<file path="config.mk">
export PLATFORM = sky130hd
export DESIGN_NAME = pc_sequencer
export DESIGN_NICKNAME = d
export VERILOG_FILES = /design/src/rtl/pc_sequencer_pkg.sv /design/src/rtl/pc_sequencer_ras.sv /design/src/rtl/pc_sequencer.sv
export SDC_FILE = /design/constraint.sdc
export NUM_CORES = 1
export LEC_CHECK = 0
export BUFFER_PORTS_ARGS = -buffer_cell sky130_fd_sc_hd__buf_2
export CORE_ASPECT_RATIO = 0.8
export CORE_MARGIN = 3
export CORE_UTILIZATION = 40
export CTS_BUF_LIST = sky130_fd_sc_hd__clkbuf_4 sky130_fd_sc_hd__clkbuf_8 sky130_fd_sc_hd__clkbuf_16
export CTS_CLUSTER_DIAMETER = 80
export DETAILED_ROUTE_END_ITERATION = 7
export SETUP_SLACK_MARGIN = 0.4
export SLEW_MARGIN = 0
export SYNTH_ARGS = -nofsm -noshare
export SYNTH_HDL_FRONTEND = slang
export SYNTH_SLANG_ARGS = --single-unit
</file>
<file path="constraint.sdc">
create_clock -name clk -period 2.95 [get_ports clk]
set_clock_uncertainty 0.2 [all_clocks]
set_input_delay 0.295 -clock clk [delete_from_list [all_inputs] [get_ports clk]]
set_output_delay 0.295 -clock clk [all_outputs]
set_load 0.01 [all_outputs]
</file>
<file path="src/rtl/pc_sequencer_pkg.sv">
// Shared types and constants for the PC sequencer slice.
// Holds the sequencer FSM state encoding and the instruction size.
package pc_sequencer_pkg;

   typedef enum logic [1:0] {
      BOOT  = 2'd0,
      RUN   = 2'd1,
      FLUSH = 2'd2
   } seq_state_e;

   localparam int INSTR_BYTES = 4;

endpackage

</file>
<file path="src/rtl/pc_sequencer_ras.sv">
// return_addr_stack: circular return-address stack with registered flags.
// Ports: clk, reset, push/push_addr, pop, clear, top, empty, full.
module return_addr_stack #(
   parameter int XLEN      = 32,
   parameter int RAS_DEPTH = 4
) (
   input  logic            clk,
   input  logic            reset,
   input  logic            push,
   input  logic [XLEN-1:0] push_addr,
   input  logic            pop,
   input  logic            clear,
   output logic [XLEN-1:0] top,
   output logic            empty,
   output logic            full
);

   localparam int PW = $clog2(RAS_DEPTH);
   localparam int CW = PW + 1;
   localparam logic [CW-1:0] DEPTH_C = CW'(RAS_DEPTH);

   logic [XLEN-1:0] mem [RAS_DEPTH];
   logic [PW-1:0]   sp;
   logic [CW-1:0]   count;

   // sp points at the next free slot; when full, that slot holds the
   // oldest entry, so a push overwrites it and the stack stays circular.
   assign top = mem[sp - PW'(1)];

   always_ff @(posedge clk or posedge reset) begin
      if (reset) begin
         sp    <= '0;
         count <= '0;
         empty <= 1'b1;
         full  <= 1'b0;
      end else if (clear) begin
         count <= '0;
         empty <= 1'b1;
         full  <= 1'b0;
      end else if (push) begin
         sp    <= sp + PW'(1);
         if (count != DEPTH_C)
            count <= count + CW'(1);
         empty <= 1'b0;
         full  <= (count >= DEPTH_C - CW'(1));
      end else if (pop && count != '0) begin
         sp    <= sp - PW'(1);
         count <= count - CW'(1);
         empty <= (count == CW'(1));
         full  <= 1'b0;
      end
   end

   always_ff @(posedge clk) begin
      if (push && !clear)
         mem[sp] <= push_addr;
   end

endmodule

</file>
<file path="src/rtl/pc_sequencer.sv">
// pc_sequencer: fetch-address generator with handshake, flush and RAS.
// Ports: clk, reset, stall, fetch_ready, redirect/call, ret, trap in;
//        instr_addr, fetch_valid, misaligned_fault, ras_empty/full out.
module pc_sequencer #(
   parameter int              XLEN         = 32,
   parameter logic [XLEN-1:0] RESET_VECTOR = '0,
   parameter int              RAS_DEPTH    = 4
) (
   input  logic            clk,
   input  logic            reset,
   input  logic            stall,
   input  logic            fetch_ready,
   input  logic            redirect_valid,
   input  logic [XLEN-1:0] redirect_target,
   input  logic            call,
   input  logic            ret_valid,
   input  logic [XLEN-1:0] ret_target,
   input  logic            trap_valid,
   input  logic [XLEN-1:0] trap_vector,
   output logic [XLEN-1:0] instr_addr,
   output logic            fetch_valid,
   output logic            misaligned_fault,
   output logic            ras_empty,
   output logic            ras_full
);

   import pc_sequencer_pkg::*;

   localparam logic [XLEN-1:0] STEP  = XLEN'(INSTR_BYTES);
   localparam logic [XLEN-1:0] ALIGN = ~XLEN'(INSTR_BYTES - 1);

   seq_state_e      state_q, state_d;
   logic [XLEN-1:0] pc_d;
   logic            fv_d;
   logic            fault_d;
   logic [XLEN-1:0] target;
   logic            hit;
   logic            pending;
   logic            done;
   logic            push;
   logic            pop;
   logic            clear;
   logic [XLEN-1:0] ras_top;

   assign pending = fetch_valid & ~fetch_ready;
   assign done    = fetch_valid & fetch_ready;

   always_ff @(posedge clk or posedge reset) begin
      if (reset) begin
         state_q          <= BOOT;
         instr_addr       <= RESET_VECTOR;
         fetch_valid      <= 1'b0;
         misaligned_fault <= 1'b0;
      end else begin
         state_q          <= state_d;
         instr_addr       <= pc_d;
         fetch_valid      <= fv_d;
         misaligned_fault <= fault_d;
      end
   end

   always_comb begin
      state_d = state_q;
      pc_d    = instr_addr;
      fv_d    = fetch_valid;
      fault_d = 1'b0;
      target  = '0;
      hit     = 1'b0;
      push    = 1'b0;
      pop     = 1'b0;
      clear   = 1'b0;
      unique case (state_q)
         BOOT: begin
            state_d = RUN;
            pc_d    = RESET_VECTOR;
            fv_d    = 1'b1;
         end
         RUN, FLUSH: begin
            if (trap_valid) begin
               hit    = 1'b1;
               target = trap_vector & ALIGN;
               clear  = 1'b1;
            end else if (redirect_valid) begin
               if (redirect_target[1:0] != 2'b00) begin
                  fault_d = 1'b1;
               end else begin
                  hit    = 1'b1;
                  target = redirect_target;
                  push   = call;
               end
            end else if (ret_valid) begin
               if (!ras_empty) begin
                  hit    = 1'b1;
                  target = ras_top;
                  pop    = 1'b1;
               end else if (ret_target[1:0] != 2'b00) begin
                  fault_d = 1'b1;
               end else begin
                  hit    = 1'b1;
                  target = ret_target;
               end
            end
            // A rejected target freezes the whole sequencer for this edge.
            if (fault_d) begin
               state_d = state_q;
            end else if (hit) begin
               pc_d = target;
               if (pending) begin
                  state_d = FLUSH;
                  fv_d    = 1'b0;
               end else begin
                  state_d = RUN;
                  fv_d    = ~stall;
               end
            end else if (!pending) begin
               state_d = RUN;
               fv_d    = ~stall;
               if (done)
                  pc_d = instr_addr + STEP;
            end
         end
         default: begin
            state_d = BOOT;
         end
      endcase
   end

   return_addr_stack #(
      .XLEN      (XLEN),
      .RAS_DEPTH (RAS_DEPTH)
   ) u_ras (
      .clk       (clk),
      .reset     (reset),
      .push      (push),
      .push_addr (instr_addr + STEP),
      .pop       (pop),
      .clear     (clear),
      .top       (ras_top),
      .empty     (ras_empty),
      .full      (ras_full)
   );

endmodule

</file>
==> metrics.csv, run 1 <==
stage,metric,value,unit
drt,Post-Route WL,27200,um
clocking,clock-pin slew on the worst setup and hold paths,0.07,ns
grt,first-pass GRT wire length,40100,um
critical_path,Critical Path AT,2.61,ns
clocking,clk_lat worst skew,0.43,ns
synth,Syn. warnings,0,
sta,hold slack,0.0274,ns
worst_hold_path,hold path start,ret_target[2],
critical_path,CP Class,flip-flop to flip-flop,
critical_path,origin of the critical flop-to-flop path,instr_addr[2],
sta,final setup vio count,0,
clocking,TritonCTS Buffers,17,
drt,residual DRC count,0,
sta,Slew Limit Fails,0,
synth,#FFs+latches synth,171,
sta,Final Cycle Share,0.846,
sta,fmax,401,MHz
cells_and_area,diodes inserted,0,
drt,post-route ant nets,0,
clocking,CTS tree,yes,
synth,Post-Synthesis Cells,727,
synth,synthesized area,8830,sq um
place,post-DP HPWL,18600,um
clocking,root buf cell,clkbuf_16,
critical_path,cell count of the worst reg-to-reg path,7,
sta,Slew headroom,0.494,
place,DP Worst Slack,0.364,ns
power,Leakage,4.19,nW
floorplanning,die area,23900,sq um
floorplanning,core box area,21200,sq um
place,I/O Buffers,137,
grt,gr usage total,0.225,
grt,vias in the first global route,6544,
worst_hold_path,Hold Crit Class,input port to flip-flop,
place,RePlAce Congestion,0.855,
status,status,completed,
cells_and_area,Layout fillers,1850,
cells_and_area,area of the multi-input gates,3690,sq um
synth,Syn Nets,843,
critical_path,Critical Path Source,instr_addr[2],
grt,largest net degree at the start of global routing,34,
floorplanning,Row Count,47,
sta,Worst Slack Setup Final,0.455,ns
sta,sum of negative setup slack,0,ns
floorplanning,Die Height,139,um
critical_path,Required @ worst endpoint,3.06,ns
synth,post-synthesis sequential area ratio,0.557,
drt,wire per inst,23.5,um
sta,RSZ-0062 raised after global routing,yes,
sta,Fin. Hold Viols,0,
cells_and_area,P&R area growth vs syn,22.8,%
drt,drt via density,6.00,
sta,Final min period,2.49,ns
sta,Worst Tran Pin Value,0.757,ns
cells_and_area,Final Non-Filler Cells,1159,
floorplanning,die width,172,um
synth,post-synthesis cell type count,77,
synth,asr flop ratio synth,0.251,
power,Max VDD drop,483,uV
synth,dominant synthesized flop cell,edfxtp_1,
clocking,CTS sink count,171,
critical_path,CP endpoint,instr_addr[14],
critical_path,R2R Setup Slk,0.46,ns
cells_and_area,layout cell share with drive strength beyond 1,0.319,
synth,Synth Area per Inst,12.1,sq um
drt,vias after detailed routing,6953,
cells_and_area,Nets,994,
synth,Post-synth EDFFs,128,
grt,gr ovfl total,0,
floorplanning,Starting Density,0.417,
place,Inst Count DP,1120,
power,Power Density,991,nW/um^2
grt,initial antenna violation count,0,
clocking,H-tree Lvls,4,
critical_path,worst-path maximum fanout,7,
drt,drt first pass iters,8,
floorplanning,# IOs,140,
critical_path,CP Capture Type,flip-flop,
cells_and_area,Register Area,4920,sq um
clocking,clk buf depth,2,
critical_path,reg-to-reg critical path endpoint,instr_addr[14],
drt,violation count after the first detailed-routing iteration,701,
critical_path,CP Launch Type,flip-flop,
job,max cap viols,0,
[synthesized netlist by cell type (7+ instances only)]
cell type  number  area share
dfrtp_1        42        0.12
inv_1          21      0.0089
nand2b_1       11      0.0078
o22ai_1         9      0.0064
mux2_2         16       0.020
a22oi_1         8      0.0068
mux4_2         17       0.043
buf_2          18       0.010
nor2_1         26       0.011
mux2i_1        16       0.018
a222oi_1        7      0.0079
clkbuf_1       24       0.010
edfxtp_1      128        0.44
ha_1           12       0.017
nand2_1        66       0.028
xor2_1         11       0.011
o21ai_0        34       0.019
o221ai_1       10      0.0099
nand4_1        10      0.0071
xnor2_1        18       0.018
a2bb2oi_1      13       0.013
o22a_1          9      0.0089
a31oi_1        10      0.0071
nor3_1         15      0.0085
nand3_1        20       0.011
nor2b_1        13      0.0092
a21oi_1        33       0.019
[layer usage]
metal	wire length, um	up-vias	part of all wire	track usage
li1	-	3131	-	-
met1	12600	3458	0.46	0.345
met2	11800	330	0.43	0.316
met3	2400	34	0.088	0.0584
met4	446	0	0.016	0.0601
met5	0	-	0	0
[sequential cells by signal, indices dropped and copies added (netlist names)]
signal            flops
u_ras.full            1
u_ras.empty           1
u_ras.mem           128
fetch_valid           1
state_q               2
u_ras.sp              2
instr_addr           32
misaligned_fault      1
u_ras.count           3
[cells in the final DEF, fill, tap and decap left out, types with 19 or more instances in the layout]
cell / count
a21oi_1: 33
buf_2: 137
buf_4: 35
clkbuf_16: 19
dfrtp_1: 40
edfxtp_1: 128
nand2_1: 66
nand3_1: 20
nor2_1: 24
o21ai_0: 34
[where the power goes]
part	total [mW]	internal, mW	switching (mW)
clock network	2.52	1.60	0.924
registers	3.53	3.11	0.414
logic	4.70	2.05	2.64
total	10.7	6.77	3.98
[cell families (layout without fill, tap and decap cells)]
logic type / after synthesis / after routing / share of synthesized area
xor+xnor: 29 / 29 / 0.0288
compound gates: 192 / 192 / 0.156
simple gates: 201 / 201 / 0.122
mux: 49 / 49 / 0.0819
flops: 171 / 171 / 0.557
fa+ha+maj: 12 / 12 / 0.0170
buf+inv: 73 / 236 / 0.0367
[final cells by class]
| cell class | instances | area share |
|---|---|---|
| sequential | 171 | 0.454 |
| multi-input combinational | 483 | 0.340 |
| timing repair buffer | 184 | 0.106 |
| clock buffer | 19 | 0.0406 |
| tap | 269 | 0.0310 |
| clock inverter | 12 | 0.0204 |
| inverter | 21 | 0.00761 |
[worst max-delay path, stage by stage, from the launching register on]
cell	delay (ns)
dfrtp_1	0.48
ha_2	0.32
nand3_2	0.12
buf_4	0.19
nor4_1	0.25
xor2_1	0.25
or2_2	0.33
a32o_1	0.26
[timing repair]
item	4_1_cts	5_1_grt
hold endpoints to repair	19	0
setup buffers	0	3
endpoints found under the setup margin	11	51
hold buffers	3	0
gates cloned	0	2
resized for setup	3	15
pin swaps	0	3
[worst min-delay path by stage]
stage / to / slack, ns / cells after the start
global route: state_q[1] / 0.04 / 3
floorplan: state_q[1] / 0.30 / 2
global placement: instr_addr[1] / 0.15 / 2
detailed placement: instr_addr[1] / 0.15 / 2
finish: instr_addr[2] / 0.03 / 5
CTS: instr_addr[2] / 0.02 / 5
[per-stage QoR]
step | area [sq um] | util | total power [mW]
global route | 10800 | 0.512 | 11.2
finish | 10800 | 0.512 | 10.7
global placement | 10000 | 0.472 | 7.84
CTS | 10700 | 0.506 | 10.4
floorplan | 8870 | - | 6.43
detailed placement | 10000 | 0.472 | 7.88
Power figures use the tool's default switching activity.
==> inputs of run 2 (changes only) <==
Clock period 2.95 ns to 2.4 ns, I/O delays scaled along.
==> metrics.csv, run 2 (synthesized netlist as in run 1, its figures left out) <==
stage,metric,value,unit
drt,wire per inst,24.8,um
sta,fmax,416,MHz
place,post-DP HPWL,19800,um
grt,gr usage total,0.261,
sta,Slew headroom,0.472,
grt,largest net degree at the start of global routing,33,
cells_and_area,Register Area,4940,sq um
clocking,TritonCTS Buffers,17,
clocking,clk buf depth,2,
status,failing checks,"hold timing, setup timing",
sta,Fin. Hold Viols,1,
power,Power Density,1190,nW/um^2
cells_and_area,diodes inserted,0,
grt,first-pass GRT wire length,46200,um
clocking,clk_lat worst skew,0.44,ns
power,Leakage,5.55,nW
critical_path,Required @ worst endpoint,2.51,ns
cells_and_area,Final Util,0.649,
drt,drt first pass iters,6,
sta,Final min period,2.40,ns
critical_path,Critical Path AT,2.52,ns
sta,Final Cycle Share,1.00,
cells_and_area,Nets,1168,
worst_hold_path,Hold Crit Class,input port to flip-flop,
sta,RSZ-0062 raised after global routing,yes,
critical_path,Max stage delay on crit path,0.42,ns
drt,post-route ant nets,0,
critical_path,CP Capture Type,flip-flop,
drt,Routed met1 length,14000,um
floorplanning,Starting Density,0.417,
cells_and_area,"commonest cells after routing, fill and taps aside","buf_2 (137), edfxtp_1 (128), buf_4 (120)",
power,Max VDD drop,576,uV
cells_and_area,max FFs per register,128,
place,RePlAce Congestion,0.873,
grt,initial antenna violation count,0,
cells_and_area,Final Non-Filler Cells,1334,
critical_path,Top delay family on crit path,compound AO/OA/AOI/OAI gates,
critical_path,CP Class,flip-flop to flip-flop,
sta,hold slack,-0.00803,ns
cells_and_area,Largest Register,u_ras.mem,
drt,Top Metal Used,met4,
sta,Slew Limit Fails,0,
critical_path,critical path's slowest cell,dfrtp_2,
sta,final setup vio count,1,
floorplanning,core box area,21200,sq um
floorplanning,die width,172,um
drt,residual DRC count,0,
cells_and_area,layout cell share with drive strength beyond 1,0.535,
drt,vias after detailed routing,8078,
grt,gr ovfl total,0,
critical_path,"critical path, cell by cell",inv_8 -> ha_4 -> buf_12 -> buf_4 -> mux4_2 -> and2_4 -> a211oi_2 -> a311oi_1 -> o22a_1,
drt,violation count after the first detailed-routing iteration,895,
critical_path,CP Launch Type,flip-flop,
critical_path,Buf/Inv on CP,3,
drt,Post-Route WL,33100,um
cells_and_area,top flop regs,"u_ras.mem (128), instr_addr (32), u_ras.count (3)",
drt,met3 wire length,2960,um
clocking,H-tree Lvls,4,
drt,Met2 Routed Length,15000,um
sta,Worst Tran Pin Value,0.791,ns
floorplanning,# IOs,140,
cells_and_area,P&R area growth vs syn,55.5,%
cells_and_area,area of the multi-input gates,4520,sq um
cells_and_area,Layout fillers,1497,
critical_path,worst-path maximum fanout,13,
power,Total Power,16.3,mW
drt,drt via density,6.06,
grt,vias in the first global route,7516,
job,max cap viols,0,
sta,Worst Slack Setup Final,-0.00214,ns
cells_and_area,"leading cell type in the layout, fill and taps excluded",buf_2,
clocking,root buf cell,clkbuf_16,
place,I/O Buffers,137,
cells_and_area,Final Cell Area,13700,sq um
status,status,"finished, violations left",
floorplanning,Die Height,139,um
clocking,CTS sink count,171,
clocking,clock-pin slew on the worst setup and hold paths,0.07,ns
place,area post-placement,10700,sq um
clocking,CTS tree,yes,
floorplanning,Row Count,47,
place,Inst Count DP,1173,
floorplanning,die area,23900,sq um
run 2: repair_timing:
| action | in CTS | in global routing |
|---|---|---|
| gates cloned | 16 | 3 |
| setup endpoints to repair | 230 | 248 |
| buffers inserted | 65 | 38 |
| hold buffers | 6 | 1 |
| hold endpoints to repair | 33 | 2 |
| pin swaps | 42 | 71 |
| gates resized for setup | 104 | 133 |
run 2: final timing paths:
path                            cells past startpoint  slack [ns]              to            from
worst min-delay path                                5      -0.008   instr_addr[5]  trap_vector[5]
max in group asynchronous                           4        1.06  instr_addr[19]           reset
worst max-delay path                                9      -0.002  instr_addr[13]     u_ras.sp[0]
min in group asynchronous                           3        0.29   instr_addr[2]           reset
worst min register to register                      2        0.34      u_ras.full      u_ras.full
worst max register to register                      9      -0.002  instr_addr[13]     u_ras.sp[0]
run 2: area by class of cell:
| cell class | instances | area share |
|---|---|---|
| clock buffer | 18 | 0.0315 |
| clock inverter | 14 | 0.0118 |
| inverter | 21 | 0.00656 |
| multi-input combinational | 483 | 0.329 |
| sequential | 171 | 0.360 |
| tap | 269 | 0.0245 |
| timing repair buffer | 358 | 0.237 |
run 2: per-layer routing:
metal | up-vias | track usage
met4 | 0 | 0.0853
met5 | - | 0
li1 | 3494 | -
met2 | 463 | 0.383
met1 | 4042 | 0.374
met3 | 79 | 0.0741
run 2: through the flow:
stage | hold WS (ns) | TNS (ns) | worst slack (ns)
after floorplan | 0.224 | -1.33 | -0.110
after global placement | 0.224 | 0 | 0.0701
after detailed placement | 0.228 | 0 | 0.0295
after CTS | 0.00297 | 0 | 0.0605
after global routing | -0.00290 | -0.0563 | -0.0323
final | -0.00803 | -0.00214 | -0.00214
run 2: where the power goes:
group / total (mW) / internal [mW] / switching, mW
Sequential: 4.31 / 3.84 / 0.468
Combinational: 9.12 / 4.67 / 4.46
Clock: 2.84 / 1.57 / 1.27
Total: 16.3 / 10.1 / 6.20
run 2: worst register-to-register path, cell delays in order (launching register included):
cell and delay, ns:
dfrtp_2 0.42, inv_8 0.04, ha_4 0.34, buf_12 0.17, buf_4 0.14, mux4_2 0.28
and2_4 0.18, a211oi_2 0.17, a311oi_1 0.10, o22a_1 0.25
==> inputs of run 3 (changes only) <==
Settings changed: CELL_PAD_IN_SITES_DETAIL_PLACEMENT set to 0, CELL_PAD_IN_SITES_GLOBAL_PLACEMENT set to 1, HOLD_SLACK_MARGIN set to 0.12, PLACE_DENSITY_LB_ADDON set to 0.1.
==> metrics.csv, run 3 (synthesized netlist as in run 1, its figures left out) <==
stage,metric,value,unit
floorplanning,# IOs,140,
clocking,CTS tree,yes,
critical_path,Required @ worst endpoint,2.51,ns
cells_and_area,Final Non-Filler Cells,1364,
critical_path,"critical path, cell by cell",inv_8 -> ha_4 -> buf_12 -> mux2_4 -> a222oi_1 -> buf_4 -> o221ai_2 -> nand3_1 -> a2bb2oi_2,
cells_and_area,layout cell share with drive strength beyond 1,0.493,
critical_path,Critical Path AT,2.47,ns
critical_path,Buf/Inv on CP,3,
place,I/O Buffers,137,
place,RePlAce Congestion,0.863,
place,post-DP HPWL,20700,um
sta,Worst Tran Pin Value,0.725,ns
grt,gr ovfl total,0,
floorplanning,core box area,21200,sq um
grt,first-pass GRT wire length,47800,um
sta,RSZ-0062 raised after global routing,yes,
clocking,H-tree Lvls,4,
power,Max VDD drop,674,uV
grt,gr usage total,0.272,
cells_and_area,Largest Register,u_ras.mem,
drt,violation count after the first detailed-routing iteration,900,
floorplanning,die area,23900,sq um
sta,Slew headroom,0.510,
job,max cap viols,0,
cells_and_area,top flop regs,"u_ras.mem (128), instr_addr (32), u_ras.count (3)",
drt,residual DRC count,0,
cells_and_area,"commonest cells after routing, fill and taps aside","buf_2 (137), edfxtp_1 (128), buf_4 (109)",
power,Total Power,16.4,mW
critical_path,Max stage delay on crit path,0.43,ns
grt,largest net degree at the start of global routing,67,
sta,final setup vio count,0,
sta,Final min period,2.36,ns
clocking,CTS sink count,171,
clocking,clk_lat worst skew,0.43,ns
grt,vias in the first global route,7694,
critical_path,worst-path maximum fanout,6,
cells_and_area,"leading cell type in the layout, fill and taps excluded",buf_2,
place,Inst Count DP,1171,
worst_hold_path,Hold Crit Class,input port to flip-flop,
drt,wire per inst,25.0,um
clocking,clock-pin slew on the worst setup and hold paths,0.07,ns
power,Power Density,1170,nW/um^2
drt,post-route ant nets,0,
floorplanning,Row Count,47,
clocking,clk buf depth,2,
critical_path,Top delay family on crit path,compound AO/OA/AOI/OAI gates,
cells_and_area,Nets,1198,
drt,Post-Route WL,34000,um
sta,Slew Limit Fails,0,
cells_and_area,max FFs per register,128,
critical_path,CP Launch Type,flip-flop,
status,status,completed,
critical_path,CP Class,flip-flop to flip-flop,
floorplanning,die width,172,um
floorplanning,Die Height,139,um
critical_path,CP Capture Type,flip-flop,
drt,drt via density,5.95,
clocking,root buf cell,clkbuf_16,
critical_path,critical path's slowest cell,dfrtp_2,
drt,vias after detailed routing,8111,
sta,Final Cycle Share,0.982,
cells_and_area,diodes inserted,0,
drt,drt first pass iters,5,
cells_and_area,P&R area growth vs syn,58.4,%
grt,initial antenna violation count,0,
sta,fmax,424,MHz
sta,Fin. Hold Viols,0,
power,Leakage,5.64,nW
sta,hold slack,0.104,ns
clocking,TritonCTS Buffers,17,
floorplanning,Starting Density,0.417,
==> run 3: cell count changes in the layout (fill, tap and decap cells not counted), moves of 5 or more <==
| cell | previous run | this run |
|---|---|---|
| buf_4 | 120 | 109 |
| dlygate4sd3_1 | 7 | 46 |
| dfrtp_2 | 13 | 8 |
| dfrtp_1 | 29 | 34 |
| a21oi_2 | 13 | 3 |
| a21oi_1 | 20 | 28 |
| o21ai_0 | 13 | 21 |
==> run 3: metrics by stage <==
| step | utilization | instance area [sq um] | worst slack, ns | TNS, ns |
|---|---|---|---|---|
| 6_report | 0.661 | 14000 | 0.0431 | 0 |
| 5_1_grt | 0.661 | 14000 | -0.0348 | -0.0505 |
| 3_5_place_dp | 0.501 | 10600 | -0.201 | -0.340 |
| 2_1_floorplan | - | 9090 | -0.110 | -1.33 |
| 3_3_place_gp | 0.501 | 10600 | -0.271 | -0.327 |
| 4_1_cts | 0.615 | 13000 | 0.105 | 0 |
==> run 3: worst min-delay path, stage by stage <==
cell	delay [ns]
buf_2	0.10
nand2_1	0.06
nand2_1	0.06
o2111ai_2	0.16
a22oi_1	0.08
==> run 3: final cells by class <==
type	instances	area [sq um]
clock buffer	18	439
clock inverter	14	173
fill	1549	7180
inverter	21	90.1
multi-input combinational	483	4440
sequential	171	4930
tap	269	337
timing repair buffer	388	3570
==> run 3: worst paths after layout <==
check / cells past startpoint / endpoint / start / slack (ns)
max in group asynchronous: 4 / instr_addr[22] / reset / 1.12
min in group asynchronous: 3 / instr_addr[2] / reset / 0.27
max reg2reg: 9 / instr_addr[17] / u_ras.sp[0] / 0.04
min reg2reg: 2 / u_ras.full / u_ras.full / 0.35
min: 5 / instr_addr[8] / ret_target[8] / 0.10
max: 9 / instr_addr[17] / u_ras.sp[0] / 0.04
==> run 3: metal layers <==
metal / wire (um) / part of all wire / track usage / vias up
met5: 0 / 0 / 0 / -
met4: 678 / 0.020 / 0.0718 / 0
met3: 3450 / 0.10 / 0.0710 / 47
met2: 15300 / 0.45 / 0.397 / 443
met1: 14600 / 0.43 / 0.405 / 4064
li1: - / - / - / 3557
==> run 3: repair_timing <==
action | in CTS | in global routing
resized for setup | 101 | 120
hold buffers | 46 | 0
endpoints found under the hold margin | 51 | 0
buffers inserted | 59 | 40
setup endpoints to repair | 229 | 239
pin swaps | 33 | 60
gates cloned | 14 | 2
==> run 3: power breakdown <==
| part | total [mW] | leakage (nW) | internal [mW] | switching (mW) |
|---|---|---|---|---|
| clock network | 2.89 | 0.301 | 1.61 | 1.27 |
| registers | 4.23 | 1.70 | 3.83 | 0.396 |
| logic | 9.27 | 3.64 | 4.72 | 4.55 |
